--- src/rtl/traffic_phase_sched.sv ---
// Actuated NS/ES intersection phase scheduler with pedestrian walk phase.
// All timing advances on the external tick strobe; lamps are Moore-decoded from state.
module traffic_phase_sched #(
  parameter int GREEN_MIN = 10,
  parameter int GREEN_MAX = 30,
  parameter int YELLOW_T  = 3,
  parameter int ALLRED_T  = 2,
  parameter int WALK_T    = 8,
  parameter int CNT_W     = 6
) (
  input  logic       clk,
  input  logic       rst,
  input  logic       tick,
  input  logic       ns_req,
  input  logic       es_req,
  input  logic       ped_req,
  output logic [1:0] ns_light,
  output logic [1:0] es_light,
  output logic       ped_walk,
  output logic [2:0] state_o
);

  localparam logic [2:0] S_CLEAR = 3'd0;
  localparam logic [2:0] S_NS_G  = 3'd1;
  localparam logic [2:0] S_NS_Y  = 3'd2;
  localparam logic [2:0] S_ES_G  = 3'd3;
  localparam logic [2:0] S_ES_Y  = 3'd4;
  localparam logic [2:0] S_WALK  = 3'd5;

  localparam logic [1:0] L_RED    = 2'b00;
  localparam logic [1:0] L_YELLOW = 2'b01;
  localparam logic [1:0] L_GREEN  = 2'b10;

  localparam logic DIR_NS = 1'b0;
  localparam logic DIR_ES = 1'b1;

  localparam int CW1 = CNT_W + 1;
  localparam logic [CNT_W:0] GMIN_C   = CW1'(GREEN_MIN);
  localparam logic [CNT_W:0] GMAX_C   = CW1'(GREEN_MAX);
  localparam logic [CNT_W:0] YELLOW_C = CW1'(YELLOW_T);
  localparam logic [CNT_W:0] ALLRED_C = CW1'(ALLRED_T);
  localparam logic [CNT_W:0] WALK_C   = CW1'(WALK_T);

  logic [2:0]       state;
  logic [2:0]       state_nxt;
  logic [CNT_W-1:0] cnt;
  logic [CNT_W:0]   cnt_inc;
  logic             next_dir;
  logic             ped_pending;
  logic             own;
  logic             opp;
  logic             dem;
  logic             green_exit;

  // cnt_inc is the number of ticks the phase will have lasted after this tick
  always_comb begin
    cnt_inc    = {1'b0, cnt} + CW1'(1);
    own        = (state == S_ES_G) ? es_req : ns_req;
    opp        = (state == S_ES_G) ? ns_req : es_req;
    dem        = opp | ped_pending;
    green_exit = dem && (((cnt_inc >= GMIN_C) && !own) || (cnt_inc >= GMAX_C));
  end

  always_comb begin
    state_nxt = state;
    case (state)
      S_CLEAR: begin
        if (tick && (cnt_inc >= ALLRED_C)) begin
          if (ped_pending)              state_nxt = S_WALK;
          else if (next_dir == DIR_NS)  state_nxt = S_NS_G;
          else                          state_nxt = S_ES_G;
        end
      end
      S_NS_G: if (tick && green_exit)             state_nxt = S_NS_Y;
      S_NS_Y: if (tick && (cnt_inc >= YELLOW_C))  state_nxt = S_CLEAR;
      S_ES_G: if (tick && green_exit)             state_nxt = S_ES_Y;
      S_ES_Y: if (tick && (cnt_inc >= YELLOW_C))  state_nxt = S_CLEAR;
      S_WALK: if (tick && (cnt_inc >= WALK_C))    state_nxt = S_CLEAR;
      default:                                    state_nxt = S_CLEAR;
    endcase
  end

  always_ff @(posedge clk or posedge rst) begin
    if (rst) begin
      state       <= S_CLEAR;
      cnt         <= '0;
      next_dir    <= DIR_NS;
      ped_pending <= 1'b0;
    end else begin
      state <= state_nxt;
      if (state_nxt != state)
        cnt <= '0;
      else if (tick && (cnt_inc <= GMAX_C))
        cnt <= cnt_inc[CNT_W-1:0];

      if ((state == S_NS_Y) && (state_nxt == S_CLEAR))
        next_dir <= DIR_ES;
      else if ((state == S_ES_Y) && (state_nxt == S_CLEAR))
        next_dir <= DIR_NS;

      // entering WALK consumes the request; presses during WALK are dropped
      if ((state_nxt == S_WALK) && (state != S_WALK))
        ped_pending <= 1'b0;
      else if (ped_req && (state != S_WALK))
        ped_pending <= 1'b1;
    end
  end

  always_comb begin
    ns_light = L_RED;
    es_light = L_RED;
    ped_walk = 1'b0;
    case (state)
      S_NS_G:  ns_light = L_GREEN;
      S_NS_Y:  ns_light = L_YELLOW;
      S_ES_G:  es_light = L_GREEN;
      S_ES_Y:  es_light = L_YELLOW;
      S_WALK:  ped_walk = 1'b1;
      default: ped_walk = 1'b0;
    endcase
  end

  assign state_o = state;

endmodule

--- config.mk ---
export PLATFORM = sky130hd
export DESIGN_NAME = traffic_phase_sched
export DESIGN_NICKNAME = d
export VERILOG_FILES = /design/src/rtl/traffic_phase_sched.sv
export SDC_FILE = /design/constraint.sdc
export NUM_CORES = 1
export LEC_CHECK = 0
export BUFFER_PORTS_ARGS = -buffer_cell sky130_fd_sc_hd__buf_4
export CORE_AREA = 4 4 59 61
export CTS_BUF_LIST = sky130_fd_sc_hd__clkbuf_4 sky130_fd_sc_hd__clkbuf_8
export DETAILED_ROUTE_END_ITERATION = 10
export DIE_AREA = 0 0 63 65
export PLACE_DENSITY = 0.62
export SYNTH_ARGS = -nofsm -noshare
export SYNTH_HDL_FRONTEND = slang
export SYNTH_SLANG_ARGS = --single-unit
--- constraint.sdc ---
create_clock -name clk -period 7 [get_ports clk]
set_input_delay 0.7 -clock clk [delete_from_list [all_inputs] [get_ports clk]]
set_output_delay 0.7 -clock clk [all_outputs]
set_load 0.05 [all_outputs]
# Yosys cells after proc, flatten, opt, wreduce, memory -nomap -nowiden
# Cells that the tools add are included.
# op_classes
n_addsub	1
order_cmp	6
eq_ne	8
n_mux	19
bitwise_logic	1
n_reduce_logical	19
# op_table
op	count
$mux W3	6
$pmux W3 S5	1
$ge A7 B2 Y1 const B	2
$ge A7 B4 Y1 const B	2
$mux W6	2
$logic_and A1 B1 Y1	11
$eq A3 B3 Y1 const B	3
$pmux W2 S2	2
$add A6 B1 Y7 const B	1
$ge A7 B5 Y1 const B	1
$le A7 B5 Y1 const B	1
$mux W1	7
$eq A3 B2 Y1 const B	2
$logic_not A3 Y1	2
$reduce_bool A2 Y1	3
$eq A3 B1 Y1 const B	1
$ne A3 B3 Y1	1
$ne A3 B3 Y1 const B	1
$mux W2	1
$reduce_or A2 Y1	1
$logic_not A1 Y1	1
$logic_or A1 B1 Y1	1
$or A1 B1 Y1	1
# totals
reg_bits	11
inputBits	6
word_cells	58

# Logic depth before layout (Yosys ltp)
# logic_depth
word_depth	13
ltp_mapped	10

# Worst setup path before layout
# OpenSTA, ideal clock, no wires.
# synth_timing
path_type	register to register
start	reg cnt[0]
end	reg cnt[5]
setup_time_ns	0.096
arrival_ns	2.617
slack_ns	4.287
stages_incl_launch_ff	11
path_cell_list	dfrtp_1 buf_4 inv_1 ha_1 or3b_1 a211oi_2 a221o_2 nand2_1 a2111o_1 a221o_1 a311oi_2
# synth_via
elab_chain_len	10
elab_cells_between_ends	25
cone_classes	add/sub: 1; order compare: 6; eq/ne: 1; mux: 8; reduce/logical: 9
# synth_rtl
item	line	text
start: declaration	46	logic [CNT_W-1:0] cnt;
start signal: assignment	94	cnt <= cnt_inc[CNT_W-1:0];
$add A6 B1 Y7 *	57	cnt_inc = {1'b0, cnt} + CW1'(1);
$ge A7 B4 Y1	61	green_exit = dem && (((cnt_inc >= GMIN_C) && !own) || (cnt_inc >= GMAX_C));
$logic_and A1 B1 Y1	61	
$logic_or A1 B1 Y1	61	
$logic_and A1 B1 Y1	61	
$logic_and A1 B1 Y1	74, 76	
$mux W3, on equally long branches	76, 74	
$pmux W3 S5	66	case (state)
$ne A3 B3 Y1	91	if (state_nxt != state)
$mux W6 or $reduce_bool A2 Y1 (tied branches)	-	
# Every way passes the cells marked *; elsewhere a longest branch is shown, timed or not. The select of a mux whose other input is x is not followed.
# A chain may end at the register's enable or synchronous reset.

# Worst setup path after layout
# layout_timing
start	reg cnt[0]
end	reg cnt[0]
# Same word-level chain as after synthesis.

==> results.sh <==
export IMPL_status="complete, no violations"
export IMPL_worst_ep_required_time_ns=7.18
export IMPL_cp_num_buf_inv=1
export IMPL_synth_seq_cells=11
export IMPL_power_mw=0.4264
export IMPL_multi_input_area_sq_um=643.1
export IMPL_endpoint_kind="register"
export IMPL_ant_nets=0
export IMPL_crit_type="register to register"
export IMPL_yosysMostFrequentCell="inv_1"
export IMPL_cpLargestDelayFamily="compound AO/OA/AOI/OAI gates"
export IMPL_numCtsBuffers=3
export IMPL_placed_area_sq_um=1106
export IMPL_synth_area_leader_cell="dfrtp_1"
export IMPL_whs_ns=0.4270
export IMPL_cpPeakStageDelay_ns=0.56
export IMPL_initial_core_util=0.3395
export IMPL_htreeDepth=1
export IMPL_netlist_top_cells_count="inv_1, dfrtp_1, nor2_1, nand2_1"
export IMPL_num_antenna_cells=0
export IMPL_grt_overflow_total=0
export IMPL_rrSetupSlack_ns=3.91
export IMPL_cp_slowest_cell="dfrtp_1"
export IMPL_synth_top_area_frac=0.2723
export IMPL_row_count=20
export IMPL_final_core_util=0.3815
export IMPL_yosysUniqueCellTypes=50
export IMPL_grt_pass1_wl_um=4140
export IMPL_core_area_sq_um=2978
export IMPL_ys_warn_count=0
export IMPL_avgViaCountPerCell=5.687
export IMPL_maxSlewViolCount=0
export IMPL_cts_sinks=11
export IMPL_first_iter_violations=21
export IMPL_fin_ws_ns=3.912
export IMPL_layout_worst_path_cycle_share=0.4412
export IMPL_synth_area_sq_um=1011
export IMPL_postCtsSetupRepairBufs=0
export IMPL_synthAdderAreaFrac=0.03713
export IMPL_die_area_sq_um=4095
export IMPL_async_flop_share=1.000
export IMPL_reg2reg_depth=9
export IMPL_syn_num_nets=129
export IMPL_cts_tree="yes"
export IMPL_final_cells=163
export IMPL_hold_buffers=0
export IMPL_drtPass1Iterations=4
export IMPL_synth_edf_count=0
export IMPL_drt_total_wl_um=2454
export IMPL_synth_compound_area_share=0.2995
export IMPL_dr_total_vias=927
export IMPL_r2r_end="cnt[0]$_DFFE_PP0P_"
export IMPL_synth_top_family_by_area="compound AO/OA/AOI/OAI gates"
export IMPL_p_per_area_nw_per_um2=375.3
export IMPL_min_period_ns=3.088
export IMPL_syn_area_per_cell_sq_um=8.425
export IMPL_synth_seq_area_share=0.2723
export IMPL_max_freq_mhz=323.8
export IMPL_vdd_drop_max_v=0.0002559
export IMPL_synthTopCellsByArea="dfrtp_1, inv_1, ha_1"
export IMPL_drc=0
export IMPL_post_cts_resize_count=0
export IMPL_setup_viol=0
export IMPL_synth_mux_area_fraction=0.01980
export IMPL_rsz0062_at_grt="false"
export IMPL_syn_inst=120
export IMPL_dpl_worst_slack_ns=3.930
export IMPL_worst_pin_slew_ns=0.5083
export IMPL_finish_instance_area_sq_um=1136
export IMPL_wire_per_inst_um=15.06
export IMPL_gp_congestion=0.8625
export IMPL_drive_gt1_frac=0.1769
export IMPL_synthSimpleGateAreaFrac=0.2364
export IMPL_die_y_um=65
export IMPL_synthXorXnorAreaFrac=0.04332
export IMPL_track_usage=0.1271
export IMPL_hold_violations=0
export IMPL_die_width_um=63
export IMPL_p_leak_nw=0.5579
export IMPL_critPathArrivalTime_ns=3.27
export IMPL_cts_root_buf="clkbuf_4"
export IMPL_io_buffers=13
export IMPL_hpwlAfterDp_um=1924
export IMPL_clk_pin_slew_ns=0.07
export IMPL_clk_latency_ns=0.27
export IMPL_syn_to_final_growth_pct=12.38
export IMPL_antenna_found_initial=0
export IMPL_finalClockSkew_ns=0.002861
export IMPL_nets=140
export IMPL_setup_tns_ns=0
export IMPL_hold_path_class="input port to async pin"
export IMPL_clk_path_buf_depth=2
export IMPL_fillCellCount=286
export IMPL_critPathMaxFanout=12
export IMPL_r2r_start="cnt[0]$_DFFE_PP0P_"
export IMPL_synth_ff_type="dfrtp_1"
export IMPL_max_slew_margin_rel=0.6558
export IMPL_regArea_sq_um=275.3
export IMPL_setup_worst_path_start_class="register"
export IMPL_pin_count=14
export IMPL_grt_max_degree=13
export IMPL_dp_cells=159
export IMPL_grt_pass1_vias=914
export IMPL_worstPathCellList="inv_1 -> ha_1 -> or3b_1 -> a211oi_2 -> a221o_2 -> nand2_1 -> a2111o_1 -> a221o_1 -> a311oi_2"
export IMPL_max_cap_viol_count=0
==> per-layer routing <==
| metal | up-vias | part of all wire | global-route usage |
|---|---|---|---|
| met5 | - | 0 | 0 |
| met4 | 0 | 0.0094 | 0.03030 |
| met3 | 4 | 0.040 | 0.03293 |
| met2 | 21 | 0.49 | 0.2345 |
| met1 | 434 | 0.46 | 0.1453 |
| li1 | 468 | - | - |
==> layout make-up <==
type	instances	share of cell area
well taps	33	0.03634
multi-input cells	89	0.5661
repair buffers	13	0.08590
clock buffers	4	0.02643
flip-flops and latches	11	0.2423
inverters	13	0.04295
==> cell usage in the layout, fill, tap and decap left out, types with 4 or more instances in the layout <==
cell type,netlist,routed
a21oi_1,5,5
buf_4,4,13
clkbuf_4,0,4
dfrtp_1,11,11
inv_1,13,13
nand2_1,8,8
nand3b_1,5,5
nor2_1,10,10
xor2_1,4,4
==> cell families after synthesis <==
family,after synthesis
XOR/XNOR,5
buffers and inverters,20
flip-flops,11
AND/OR/NAND/NOR,43
adder cells (fa/ha/maj),3
multiplexers,2
AO/OA/AOI/OAI,36
==> worst max-delay path by stage <==
| stage | from | end | slack [ns] | cells after the start |
|---|---|---|---|---|
| 2_1_floorplan | cnt[0]$_DFFE_PP0P_ | cnt[5]$_DFFE_PP0P_ | 4.29 | 10 |
| 3_3_place_gp | cnt[0]$_DFFE_PP0P_ | cnt[0]$_DFFE_PP0P_ | 4.00 | 9 |
| 3_5_place_dp | cnt[0]$_DFFE_PP0P_ | cnt[1]$_DFFE_PP0P_ | 3.93 | 9 |
| 4_1_cts | cnt[0]$_DFFE_PP0P_ | cnt[1]$_DFFE_PP0P_ | 3.92 | 9 |
| 5_1_grt | cnt[0]$_DFFE_PP0P_ | cnt[1]$_DFFE_PP0P_ | 3.71 | 9 |
| 6_report | cnt[0]$_DFFE_PP0P_ | cnt[0]$_DFFE_PP0P_ | 3.91 | 9 |
==> sequential cells by signal (all words and copies together) (netlist names) <==
signal and count:
ped_pending 1, cnt 6, next_dir 1, state_o 3
==> where the power goes <==
| part | switching, mW | internal [mW] |
|---|---|---|
| Combinational | 0.158 | 0.0985 |
| Sequential | 0.0408 | 0.0817 |
| Clock | 0.0218 | 0.0260 |
Power figures use the tool's default switching activity.
